**config.mk**
```make
export PLATFORM = sky130hd
export DESIGN_NAME = cw_slave_bridge_flat
export DESIGN_NICKNAME = d
export VERILOG_FILES = /design/src/rtl/cw_slave_bridge_pkg.sv /design/src/rtl/cw_slave_bridge_if.sv /design/src/rtl/cw_slave_bridge_watchdog.sv /design/src/rtl/cw_slave_bridge.sv /design/src/flat_wrapper.sv
export SDC_FILE = /design/constraint.sdc
export NUM_CORES = 1
export LEC_CHECK = 0
export CAP_MARGIN = 20
export CORE_MARGIN = 2
export CORE_UTILIZATION = 55
export CTS_BUF_LIST = sky130_fd_sc_hd__clkbuf_2 sky130_fd_sc_hd__clkbuf_4 sky130_fd_sc_hd__clkbuf_8
export CTS_CLUSTER_SIZE = 24
export DETAILED_ROUTE_END_ITERATION = 10
export MAX_ROUTING_LAYER = met4
export PLACE_DENSITY = 0.95
export SKIP_CTS_REPAIR_TIMING = 1
export SLEW_MARGIN = 20
export SYNTH_ARGS = -nofsm -noshare
export SYNTH_HDL_FRONTEND = slang
export SYNTH_HIERARCHICAL = 1
export SYNTH_SLANG_ARGS = --single-unit
```
**constraint.sdc**
```tcl
create_clock -name i_clk -period 4.5 [get_ports i_clk]
set_clock_uncertainty 0.1 [all_clocks]
set_input_delay 0.45 -clock i_clk [delete_from_list [all_inputs] [get_ports i_clk]]
set_output_delay 0.45 -clock i_clk [all_outputs]
set_load 0.01 [all_outputs]
```
**src/rtl/cw_slave_bridge_pkg.sv**
```systemverilog
// cw_pkg: shared CW header field positions, burst-length decode and the
// slave bridge state encoding.
package cw_pkg;

  localparam int CW_HDR_VALID    = 0;
  localparam int CW_HDR_READ     = 1;
  localparam int CW_HDR_BURST    = 2;
  localparam int CW_HDR_BCODE_LO = 3;
  localparam int CW_HDR_BCODE_HI = 4;

  typedef enum logic [3:0] {
    ST_IDLE, ST_ADDR, ST_GAP,
    ST_RD_WAIT, ST_RD_REQ, ST_RD_ACK, ST_RD_GAP,
    ST_WR_WAIT, ST_WR_REQ, ST_WR_ACK, ST_WR_GAP,
    ST_ERR, ST_DONE, ST_DRAIN
  } cw_state_e;

  // Beats remaining after the first one; fits the 3-bit beat counter (max 8 beats).
  function automatic logic [2:0] cw_beats_m1(input logic [7:0] hdr);
    logic [3:0] beats;
    beats = hdr[CW_HDR_BURST] ? (4'd1 << hdr[CW_HDR_BCODE_HI:CW_HDR_BCODE_LO]) : 4'd1;
    return 3'(beats - 4'd1);
  endfunction

endpackage

```
**src/rtl/cw_slave_bridge_if.sv**
```systemverilog
// cw_if: CW pin bus as seen at the target. wdata is master-driven
// (header/address/write data), rdata/data_oe are the slave's pad drive.
interface cw_if;
  logic        req;
  logic        dir;
  logic [15:0] wdata;
  logic [15:0] rdata;
  logic        data_oe;
  logic        ack;
  logic        err;

  modport master (output req, dir, wdata, input rdata, data_oe, ack, err);
  modport slave  (input req, dir, wdata, output rdata, data_oe, ack, err);
endinterface

```
**src/rtl/cw_slave_bridge_watchdog.sv**
```systemverilog
// cw_mem_watchdog: counts cycles of an outstanding memory request and flags a
// timeout on the TIMEOUT_CYCLES-th cycle without a response. Only built when
// CW_SLAVE_TIMEOUT_EN is defined.
module cw_mem_watchdog #(
  parameter int TIMEOUT_CYCLES = 255
) (
  input  logic i_clk,
  input  logic i_rst_n,
  input  logic i_mem_req,
  input  logic i_mem_done,
  output logic o_timeout
);
  localparam int CW = $clog2(TIMEOUT_CYCLES + 1);

  logic [CW-1:0] cnt_q;

  assign o_timeout = i_mem_req && (cnt_q == CW'(TIMEOUT_CYCLES - 1));

  // Count request cycles; any idle cycle or response rearms the counter.
  always_ff @(posedge i_clk or negedge i_rst_n) begin
    if (!i_rst_n)                     cnt_q <= '0;
    else if (!i_mem_req || i_mem_done) cnt_q <= '0;
    else if (!o_timeout)              cnt_q <= cnt_q + CW'(1);
  end
endmodule

```
**src/rtl/cw_slave_bridge.sv**
```systemverilog
// cw_slave_bridge: CW pin-bus target. Decodes the header/address words,
// then runs one single-beat memory access per burst beat, acking each on the
// pins with a mandatory idle cycle between acks.
// Optional: define CW_SLAVE_TIMEOUT_EN to add a memory-ack watchdog.
module cw_slave_bridge
  import cw_pkg::*;
#(
  parameter int ADDR_W         = 24,
  parameter int TIMEOUT_CYCLES = 255
) (
  input  logic              i_clk,
  input  logic              i_rst_n,
  cw_if.slave               cw,
  output logic              o_mem_req,
  output logic              o_mem_we,
  output logic [ADDR_W-1:0] o_mem_addr,
  output logic [15:0]       o_mem_wdata,
  input  logic [15:0]       i_mem_rdata,
  input  logic              i_mem_ack,
  input  logic              i_mem_err
);

  cw_state_e         state_q, state_d;
  logic [7:0]        addr_hi_q;
  logic              rd_q;
  logic [2:0]        beats_q;
  logic [ADDR_W-1:0] addr_q;
  logic [15:0]       wdata_q, rdata_q;
  logic              timeout, mem_done;

  // Request is a pure function of state so it cannot drop mid-access.
  assign o_mem_req   = (state_q == ST_RD_REQ) || (state_q == ST_WR_REQ) || (state_q == ST_DRAIN);
  assign o_mem_we    = o_mem_req && !rd_q;
  assign o_mem_addr  = addr_q;
  assign o_mem_wdata = wdata_q;
  assign mem_done    = i_mem_ack || i_mem_err || timeout;

  // Pin pulses are gated by req so an abandoned transaction never acks.
  assign cw.ack     = cw.req && ((state_q == ST_GAP) || (state_q == ST_RD_ACK) || (state_q == ST_WR_ACK));
  assign cw.err     = cw.req && (state_q == ST_ERR);
  assign cw.rdata   = rdata_q;
  assign cw.data_oe = cw.dir && ((state_q == ST_RD_REQ) || (state_q == ST_RD_ACK) || (state_q == ST_RD_GAP));

`ifdef CW_SLAVE_TIMEOUT_EN
  cw_mem_watchdog #(.TIMEOUT_CYCLES(TIMEOUT_CYCLES)) u_wdog (
    .i_clk      (i_clk),
    .i_rst_n    (i_rst_n),
    .i_mem_req  (o_mem_req),
    .i_mem_done (i_mem_ack || i_mem_err),
    .o_timeout  (timeout)
  );
`else
  assign timeout = 1'b0;
`endif

  // State register.
  always_ff @(posedge i_clk or negedge i_rst_n) begin
    if (!i_rst_n) state_q <= ST_IDLE;
    else          state_q <= state_d;
  end

  // Next-state: req dropping abandons the transaction, draining any in-flight access.
  always_comb begin
    state_d = state_q;
    case (state_q)
      ST_IDLE:    if (cw.req && cw.wdata[CW_HDR_VALID]) state_d = ST_ADDR;
      ST_ADDR:    state_d = cw.req ? ST_GAP : ST_IDLE;
      ST_GAP:     if (!cw.req) state_d = ST_IDLE;
                  else         state_d = rd_q ? ST_RD_WAIT : ST_WR_WAIT;
      ST_RD_WAIT: if (!cw.req)     state_d = ST_IDLE;
                  else if (cw.dir) state_d = ST_RD_REQ;
      ST_RD_REQ:  if (!cw.req)                   state_d = mem_done ? ST_IDLE : ST_DRAIN;
                  else if (i_mem_ack)            state_d = ST_RD_ACK;
                  else if (i_mem_err || timeout) state_d = ST_ERR;
      ST_RD_ACK:  state_d = cw.req ? ST_RD_GAP : ST_IDLE;
      ST_RD_GAP:  if (!cw.req)           state_d = ST_IDLE;
                  else if (beats_q == 0) state_d = ST_DONE;
                  else                   state_d = cw.dir ? ST_RD_REQ : ST_RD_WAIT;
      ST_WR_WAIT: state_d = cw.req ? ST_WR_REQ : ST_IDLE;
      ST_WR_REQ:  if (!cw.req)                   state_d = mem_done ? ST_IDLE : ST_DRAIN;
                  else if (i_mem_ack)            state_d = ST_WR_ACK;
                  else if (i_mem_err || timeout) state_d = ST_ERR;
      ST_WR_ACK:  state_d = cw.req ? ST_WR_GAP : ST_IDLE;
      ST_WR_GAP:  if (!cw.req)           state_d = ST_IDLE;
                  else if (beats_q == 0) state_d = ST_DONE;
                  else                   state_d = ST_WR_REQ;
      ST_ERR:     state_d = cw.req ? ST_DONE : ST_IDLE;
      ST_DONE:    if (!cw.req) state_d = ST_IDLE;
      ST_DRAIN:   if (mem_done) state_d = ST_IDLE;
      default:    state_d = ST_IDLE;
    endcase
  end

  // Datapath: header/address capture, per-beat data and address stepping.
  always_ff @(posedge i_clk or negedge i_rst_n) begin
    if (!i_rst_n) begin
      addr_hi_q <= '0;
      rd_q      <= 1'b0;
      beats_q   <= '0;
      addr_q    <= '0;
      wdata_q   <= '0;
      rdata_q   <= '0;
    end else begin
      case (state_q)
        ST_IDLE: if (state_d == ST_ADDR) begin
          addr_hi_q <= cw.wdata[15:8];
          rd_q      <= cw.wdata[CW_HDR_READ];
          beats_q   <= cw_beats_m1(cw.wdata[7:0]);
        end
        ST_ADDR:    addr_q  <= ADDR_W'({addr_hi_q, cw.wdata});
        ST_WR_WAIT: wdata_q <= cw.wdata;
        ST_RD_REQ:  if (state_d == ST_RD_ACK) rdata_q <= i_mem_rdata;
        ST_RD_GAP:  if (state_d == ST_RD_REQ || state_d == ST_RD_WAIT) begin
          addr_q  <= addr_q + ADDR_W'(1);
          beats_q <= beats_q - 3'd1;
        end
        // Master presents the next write word the cycle after the ack.
        ST_WR_GAP:  if (state_d == ST_WR_REQ) begin
          addr_q  <= addr_q + ADDR_W'(1);
          beats_q <= beats_q - 3'd1;
          wdata_q <= cw.wdata;
        end
        default: ;
      endcase
    end
  end

endmodule

```
**src/flat_wrapper.sv**
```systemverilog
// flat-port wrapper written by rule: the top's interface ports become plain ports
module cw_slave_bridge_flat import cw_pkg::*;
#(
  parameter int ADDR_W         = 24,
  parameter int TIMEOUT_CYCLES = 255
)
  (i_clk, i_rst_n, o_mem_req, o_mem_we, o_mem_addr, o_mem_wdata, i_mem_rdata, i_mem_ack, i_mem_err, cw_req, cw_dir, cw_wdata, cw_rdata, cw_data_oe, cw_ack, cw_err);
  cw_if cw_i ();
  input  logic i_clk;
  input  logic i_rst_n;
  output logic o_mem_req;
  output logic o_mem_we;
  output logic [ADDR_W-1:0] o_mem_addr;
  output logic [15:0] o_mem_wdata;
  input  logic [15:0] i_mem_rdata;
  input  logic i_mem_ack;
  input  logic i_mem_err;
  input wire logic [$bits(cw_i.req)-1:0] cw_req;
  input wire logic [$bits(cw_i.dir)-1:0] cw_dir;
  input wire logic [$bits(cw_i.wdata)-1:0] cw_wdata;
  output wire logic [$bits(cw_i.rdata)-1:0] cw_rdata;
  output wire logic [$bits(cw_i.data_oe)-1:0] cw_data_oe;
  output wire logic [$bits(cw_i.ack)-1:0] cw_ack;
  output wire logic [$bits(cw_i.err)-1:0] cw_err;
  assign cw_i.req = cw_req;
  assign cw_i.dir = cw_dir;
  assign cw_i.wdata = cw_wdata;
  assign cw_rdata = cw_i.rdata;
  assign cw_data_oe = cw_i.data_oe;
  assign cw_ack = cw_i.ack;
  assign cw_err = cw_i.err;
  cw_slave_bridge #(.ADDR_W(ADDR_W), .TIMEOUT_CYCLES(TIMEOUT_CYCLES)) u_core (.i_clk(i_clk), .i_rst_n(i_rst_n), .cw(cw_i), .o_mem_req(o_mem_req), .o_mem_we(o_mem_we), .o_mem_addr(o_mem_addr), .o_mem_wdata(o_mem_wdata), .i_mem_rdata(i_mem_rdata), .i_mem_ack(i_mem_ack), .i_mem_err(i_mem_err));
endmodule
```
==> summary.md <==
| Metric | Value |
|---|---|
| CP Capture Type | `flip-flop` |
| Initial antenna violation count | `0` |
| Post-synth EDFFs | `0` |
| Peak supply drop | `0.361 mV` |
| FP Rows | `30` |
| Worst-skew pair later-pin latency | `0.35 ns` |
| Synthesized flop and latch total | `72` |
| CTS Buf Count | `9` |
| Area grow syn2layout | `31.1%` |
| DRT Pass-1 Iters | `6` |
| Status | `finished clean` |
| Drc violations | `0` |
| Via count | `3,735` |
| Clk slew on worst S/H paths | `0.09 ns` |
| Synth Instances | `408` |
| Share of cells above drive strength 1 | `11.8%` |
| Mapped cell area | `3850 um^2` |
| Reg2reg path depth | `8` |
| WL/cell | `17.7 um` |
| DP Cell Count | `582` |
| Final setup TNS | `0 ns` |
| CP Data Required Time | `4.59 ns` |
| Setup ws final | `1.28 ns` |
| Final Setup Violations | `0` |
| Hpwl dp | `7.19 mm` |
| Clock Path Buffers | `2` |
| Die Y-Extent | `87.7 um` |
| GPL Wtd Cong | `0.946` |
| Post-route ant nets | `0` |
| CTS tree | `done` |
| Die Span X | `87.7 um` |
| Global-route wire length before repair | `17.1 mm` |
| Total grt overflow | `0` |
| Global Route Usage Sum | `29.7%` |
| CORE AREA | `6790 um^2` |
| H-tree depth | `3` |
| Final layout net count | `537` |
| Startpoint types | `flip-flop` |
| Worst relative slew slack | `39.0%` |
| Syn nets | `448` |
| Clk root buf | `clkbuf_8` |
| IO Count | `99` |
| Total Wirelength | `10.6 mm` |
| Placed cell areas | `4850 um^2` |
| Total clock sinks | `72` |
| Starting Density | `56.7%` |
| Worst-margin pin slew | `0.915 ns` |
| Power Density | `676 nW/um^2` |
| Pin count of the biggest net entering global routing | `42` |
| WP data arrival | `3.31 ns` |
| Asr flop ratio synth | `100%` |
| Fmax | `310 MHz` |
| RSZ-0062 raised after global routing | `false` |
| Die area | `7690 um^2` |
| RR Endpoint | `u_core/o_mem_addr[23]` |
| Vias per cell | `6.25` |
| Max-slew violation count | `0` |
| Final Non-Filler Cells | `598` |
| Crit share post-route | `71.6%` |
| Start-to-end type of the worst setup path | `flip-flop to flip-flop` |
| R2r startpoint | `u_core/state_q[0]` |
| Vias in the first global route | `3,620` |
| Max_cap viols | `0` |
| P_leak | `2.09 nW` |
| R2r setup slk | `1.28 ns` |
| Primary FF master, synth | `dfrtp_1` |
| Sequential share of the synthesized area | `46.8%` |
| Inserted Diodes | `0` |
| Post-synth cell types | `58` |
| Min-Delay Path Class | `primary input to asynchronous set/reset pin` |
| Worst-path fanout max | `24` |
| Iteration-0 DRC Markers | `458` |
| Setup slack after placement | `1.11 ns` |
| Ys Warns | `6` |
| Final instance area | `5050 um^2` |
| Tmin final | `3.22 ns` |
| Final Hold Viols | `0` |
| Avg Cell Area, Syn | `9.44 um^2` |
| Port Buf Inserts | `98` |
==> cells in the mapped netlist, types with 4 or more instances <==
cell type | count | area, um^2
o211ai_1 | 4 | 30.0
nand2b_1 | 4 | 25.0
mux2_2 | 22 | 248
buf_4 | 5 | 37.5
mux2_1 | 11 | 124
and3_1 | 9 | 56.3
o21ai_1 | 4 | 20.0
nand3_1 | 18 | 90.1
a21oi_1 | 30 | 150
clkbuf_1 | 9 | 33.8
nor2_1 | 14 | 52.6
buf_2 | 8 | 40.0
inv_1 | 6 | 22.5
a31oi_1 | 23 | 144
nand2_1 | 78 | 293
o21ai_0 | 19 | 95.1
o22ai_1 | 11 | 68.8
dfrtp_1 | 72 | 1800
==> metrics by stage <==
stage               total power, mW  hold WS [ns]  util, %
floorplan                      2.13        0.0544        -
global placement               2.77         0.352     71.3
detailed placement             2.86         0.369     71.3
CTS                            3.40        0.0646     74.3
global route                   3.62         0.102     74.3
finish                         3.41        0.0535     74.3
==> flip-flops by register name (all words and copies together), names as in the netlist <==
| name | cells |
|---|---|
| u_core/o_mem_wdata | 16 |
| u_core/rd_q | 1 |
| u_core/addr_hi_q | 8 |
| u_core/cw.rdata | 16 |
| u_core/o_mem_addr | 24 |
| u_core/state_q | 4 |
| u_core/beats_q | 3 |
==> how the worst max path moves through the flow <==
stage / startpoint / end / slack [ns] / depth (start not counted)
floorplan: u_core/state_q[1] / u_core/o_mem_wdata[10] / 2.05 / 11
global placement: i_mem_err / u_core/o_mem_addr[9] / 1.20 / 9
detailed placement: i_mem_err / u_core/o_mem_addr[23] / 1.11 / 9
CTS: u_core/state_q[3] / u_core/o_mem_addr[5] / 1.36 / 9
global route: u_core/state_q[3] / u_core/o_mem_addr[5] / 1.02 / 9
finish: u_core/state_q[0] / u_core/o_mem_addr[23] / 1.28 / 8
==> cell type report <==
cell class,instances,area [um^2]
clock buffer,10,131
clock inverter,6,68.8
fill,455,1750
inverter,7,26.3
multi-input combinational,304,1890
sequential,72,1800
tap,96,120
timing repair buffer,103,1010
==> report_power, final <==
| group | switching (mW) | internal, mW |
|---|---|---|
| logic | 0.839 | 0.826 |
| registers | 0.301 | 0.933 |
| clock network | 0.250 | 0.265 |
==> worst max-delay path: stages, from the launching register on <==
cell and delay [ns]:
dfrtp_1 0.69, nand2b_1 0.33, o32ai_1 0.17, a221oi_2 0.44, inv_2 0.10, mux2i_1 0.13, o21ai_1 0.16, and2_1 0.75
a21oi_1 0.19
==> per-layer routing <==
layer / wire length [um] / share of wire, % / track usage, %
met2: 5150 / 49 / 46.1
met3: 974 / 9.2 / 7.16
met1: 4110 / 39 / 37.4
met4: 360 / 3.4 / 12.6
met5: 0 / 0 / -
==> logic make-up (layout without fill, tap and decap cells) <==
logic type	Yosys count	in the layout	synth area share [%]
xor gates and xnor gates	3	3	0.682
AOI/OAI and AO/OA	111	111	18.1
muxes	35	35	10.2
DFF	72	72	46.8
buffers and inverters	32	126	4.45
adders and majority gates	2	2	0.650
and+or+nand+nor	153	153	19.2
==> layout by cell type (no fill, tap or decap), drive strengths merged, types with 6 or more instances in the layout <==
master,synthesis,routed
a21oi,30,30
a31oi,23,23
and3,9,9
buf,16,6
clkbuf,9,10
clkdlybuf4s50,0,97
dfrtp,72,72
inv,7,8
mux2,33,33
nand2,79,79
nand3,18,18
nor2,17,17
o21ai,23,23
o22ai,11,11
No activity file was read; power rests on OpenSTA's default activity.
==> RTL change 1: new RTL, same settings <==
Add a define of `CW_SLAVE_TIMEOUT_EN`.
--- a/src/rtl/cw_slave_bridge.sv
+++ b/src/rtl/cw_slave_bridge.sv
@@ -3,4 +3,6 @@
 // pins with a mandatory idle cycle between acks.
 // Optional: define CW_SLAVE_TIMEOUT_EN to add a memory-ack watchdog.
+`define CW_SLAVE_TIMEOUT_EN
+
 module cw_slave_bridge
   import cw_pkg::*;
Function: same outputs for any inputs over 10 cycles, from zero or initial values and one cycle with i_rst_n low; that may be too few to reach the edited logic, so the function may still have changed.
==> RTL change 1 against the original RTL <==
  * Sequential power is 6% higher
  * Clock power is 7.2% higher
  * Synthesized area is 13% higher
  * Design area is 11% higher
  * Setup slack worse by 0.86 ns
  * Utilization is 1.7 points lower
  * Sequential cell count is 8 higher
  * Power is 6.3% higher
  * First-iteration DRC count is 20% higher
  * Routed wire length is 7.4% higher
  * Die area is 12% higher
  * Largest power group unchanged
  * Highest routed layer unchanged
==> RTL change 1: results <==
clocking:
  clkLatencyLatePin_ns: 0.36
  htreeDepth: 3
  cts_root_buf: "clkbuf_8"
  numCtsBuffers: 9
  clockBufferDepth: 2
grt:
  grt_pass1_wl_um: 18700
  antenna_found_initial: 0
  grtUsageTotal_pct: 28.4
  first_global_vias: 3842
  grt_start_max_net_pins: 81
placement:
  dp_hpwl_um: 7910
  place.gp.congestion: 0.914
  pre_cts_ws_ns: 0.574
  post-place-cells: 614
  dpl_cell_area_mm2: 0.00537
logic_synthesis:
  synth_seq_area_share_pct: 46.0
  synth_commonest_cells: "dfrtp_1 (80), a21oi_1 (36), o21ai_0 (33), mux2_2 (32), nor2_1 (30)"
  synth_area_leaders: "dfrtp_1 (46%), mux2_2 (8.3%), a21oi_1 (4.1%)"
  syn_nets: 473
  yosys_warnings: 6
  synth-compound-area-share_pct: 19.3
  synth_fa_ha_area_share_pct: 1.15
  yosysUniqueCellTypes: 63
  synth.top_cell.area_share_pct: 46.0
  synth-xor-area-share_pct: 0.402
  synthArstFlopShare_pct: 100
  syn_area_per_cell_um2: 10.1
  synthMuxAreaShare_pct: 12.6
timing:
  slew_headroom_pct: 45.6
layout:
  final_nets: 565
  fill_cells: 560
  largest_reg_flops: 24
  syn2layout_area_growth_pct: 28.3
  n_antenna_cell: 0
  drive_above_1_share_pct: 16.9
drt:
  dr.pass1.iters: 7
  wl_per_cell_um: 18.1
  vias_per_cell: 6.18
  post-route-drc-count: 0
  drt_iter0_drc: 548
  vias: 3895
pwr:
  vdd_drop_max_mv: 0.391
  p_sw_share_pct: 38.6
  p_leak_nw: 2.37
critical_path:
  crit_path_max_incr_delay_ns: 0.55
  cp_slowest_cell: "a21o_1"
  arrival_ns: 4.27
  path_max_fanout: 15
outcome:
  status: "completed"
worst_hold_path:
  hold_class: "input port to asynchronous set/reset pin"
[RTL change 1: per-layer routing]
layer	share of wire, %	vias up	GRT usage (%)
li1	-	1777	-
met1	42	1869	37.8
met2	48	216	43.2
met3	7.4	33	3.74
met4	2.9	0	13.8
met5	0	-	-
[RTL change 1: power by group through the flow]
| stage | registers, W | logic, W | clock network (W) |
|---|---|---|---|
| finish | 0.00130 | 0.00177 | 0.000552 |
| global route | 0.00135 | 0.00190 | 0.000590 |
| CTS | 0.00130 | 0.00176 | 0.000562 |
| detailed placement | 0.00131 | 0.00174 | 0 |
| global placement | 0.00129 | 0.00168 | 0 |
| floorplan | 0.00134 | 0.000957 | 0 |
[RTL change 1: layout make-up]
class	count	area share [%]
clock buffer	12	2.73
clock inverter	4	0.964
multi-input combinational	314	38.8
sequential	80	35.9
timing repair buffer	104	18.4
tap	102	2.29
inverter	14	0.941
[RTL change 1: worst paths after layout]
path,start,to,slack [ns],cells after the start
setup / recovery,u_core/state_q[0]$_DFF_PN0_,u_core/o_mem_addr[22]$_DFFE_PN0P_,0.41,14
hold / removal,i_rst_n,u_core/cw.rdata[1]$_DFFE_PN0P_,0.009,1
setup reg to reg,u_core/state_q[0]$_DFF_PN0_,u_core/o_mem_addr[22]$_DFFE_PN0P_,0.41,14
hold reg to reg,u_core/o_mem_wdata[5]$_DFFE_PN0P_,u_core/o_mem_wdata[5]$_DFFE_PN0P_,0.41,1
max in group asynchronous,i_rst_n,u_core/u_wdog/cnt_q[3]$_DFFE_PN0P_,3.80,1
min in group i_clk,u_core/o_mem_wdata[5]$_DFFE_PN0P_,u_core/o_mem_wdata[5]$_DFFE_PN0P_,0.41,1
==> RTL change 2: new RTL, same settings <==
Made on the original files. Put a register stage on the output `cw.err`, without a reset. The value now appears one clock later.
--- a/src/rtl/cw_slave_bridge.sv
+++ b/src/rtl/cw_slave_bridge.sv
@@ -38,5 +38,7 @@
   // Pin pulses are gated by req so an abandoned transaction never acks.
   assign cw.ack     = cw.req && ((state_q == ST_GAP) || (state_q == ST_RD_ACK) || (state_q == ST_WR_ACK));
-  assign cw.err     = cw.req && (state_q == ST_ERR);
+  always_ff @(posedge i_clk) begin
+    cw.err <= cw.req && (state_q == ST_ERR);
+  end
   assign cw.rdata   = rdata_q;
   assign cw.data_oe = cw.dir && ((state_q == ST_RD_REQ) || (state_q == ST_RD_ACK) || (state_q == ST_RD_GAP));
Check against the original RTL: not equivalent (Yosys sat finds a counterexample within 10 cycles, from zero or initial values and one cycle with i_rst_n low).
==> RTL change 2 against the original RTL <==
  * Power grew 12%
  * Sequential cell count up 1
  * Clock power is 20% higher
  * Via count fell by 6.2%
  * Count of clock-buffer cells in the layout rose by 3
  * Worst hold slack improved by 0.067 ns
  * Synthesized area is 4.1% higher
  * Setup slack worse by 0.46 ns
  * Design area increased by 3.7%
  * Sequential share of layout area decreased by 0.90 points
  * Cell count shrank 3.8%
  * Routed wire length decreased by 1.5%
  * Critical path type unchanged
  * Critical endpoint is now u_core/o_mem_addr[17]$_DFFE_PN0P_
==> RTL change 2: results <==
grt:
  grtUsageMet2_pct: 43.8
  met1_usage_pct: 35.8
  first_global_vias: 3360
  grt_pass1_wl_um: 16400
  grt_start_max_net_pins: 73
  grtUsageTotal_pct: 27.6
  met3_usage_pct: 4.80
critical_path:
  r2r_end: "u_core/o_mem_addr[17]$_DFFE_PN0P_"
  arrival_ns: 3.81
  crit_path_max_incr_delay_ns: 0.86
  cp_top_family: "compound AO/OA/AOI/OAI gates"
  crit_start: "u_core/state_q[2]$_DFF_PN0_"
  r2r_slack_ns: 0.82
  cp_slowest_cell: "dfrtp_1"
  path_max_fanout: 22
placement:
  pre_cts_ws_ns: 0.825
  port_buffers: 98
  dp_hpwl_um: 6940
  post-place-cells: 559
  place.gp.congestion: 0.976
logic_synthesis:
  netlist_instances: 383
  synth-xor-area-share_pct: 1.90
  synthMuxAreaShare_pct: 13.1
  synth_commonest_cells: "dfrtp_1 (72), nor2_1 (34), mux2_2 (31), a21oi_1 (28), nand2_1 (27)"
  synth_area_leaders: "dfrtp_1 (45%), mux2_2 (8.7%), a21oi_1 (3.5%)"
  synth_seq_area_share_pct: 45.4
  synth-compound-area-share_pct: 17.8
  synth_fa_ha_area_share_pct: 0.624
  synthArstFlopShare_pct: 98.6
  syn_nets: 423
  yosys_warnings: 6
  yosysUniqueCellTypes: 71
drt:
  wl_met1_um: 4360
  dr.pass1.iters: 8
  wl_per_cell_um: 18.1
  drt_iter0_drc: 356
  routed-wl-met3_um: 772
  vias_per_cell: 6.10
  wl_met2_um: 5120
  wirelength_um: 10400
  post-route-drc-count: 0
outcome:
  status: "completed"
layout:
  drive_above_1_share_pct: 16.0
  final_nets: 511
  largest_reg_flops: 24
timing:
  fmax_mhz: 272
  hold_ws_ns: 0.121
  slew_headroom_pct: 40.1
pwr:
  vdd_drop_max_mv: 0.389
  power_switching_w: 0.00148
  pwr.group.clock_w: 0.000619
  p_leak_nw: 2.20
  combPwrFrac_pct: 49.2
clocking:
  clkLatencyLatePin_ns: 0.34
-- RTL change 2: cell types whose count changed after synthesis, moves of 3 or more --
cell,delta
a21o_1,+3
a2bb2oi_1,+8
a31oi_1,-19
and3_1,-4
buf_4,-4
buf_6,+4
inv_1,+3
mux2_2,+9
nand2_1,-51
nand3_1,-7
nand3b_1,+3
nor2_1,+20
nor3_1,+6
or3_1,-3
-- RTL change 2: layout make-up --
type / count / area [um^2]
multi-input cells: 276 / 2000
fillers: 492 / 1900
flip-flops and latches: 73 / 1820
repair buffers: 101 / 1000
well taps: 99 / 124
inverters: 10 / 37.5
clock buffers: 13 / 179
clock inverters: 3 / 68.8
-- RTL change 2: metrics by stage --
step	total power (W)	instance area [um^2]
6_report	0.00383	5240
5_1_grt	0.00404	5240
4_1_cts	0.00381	5240
3_5_place_dp	0.00316	4990
3_3_place_gp	0.00308	4990
2_1_floorplan	0.00242	4010
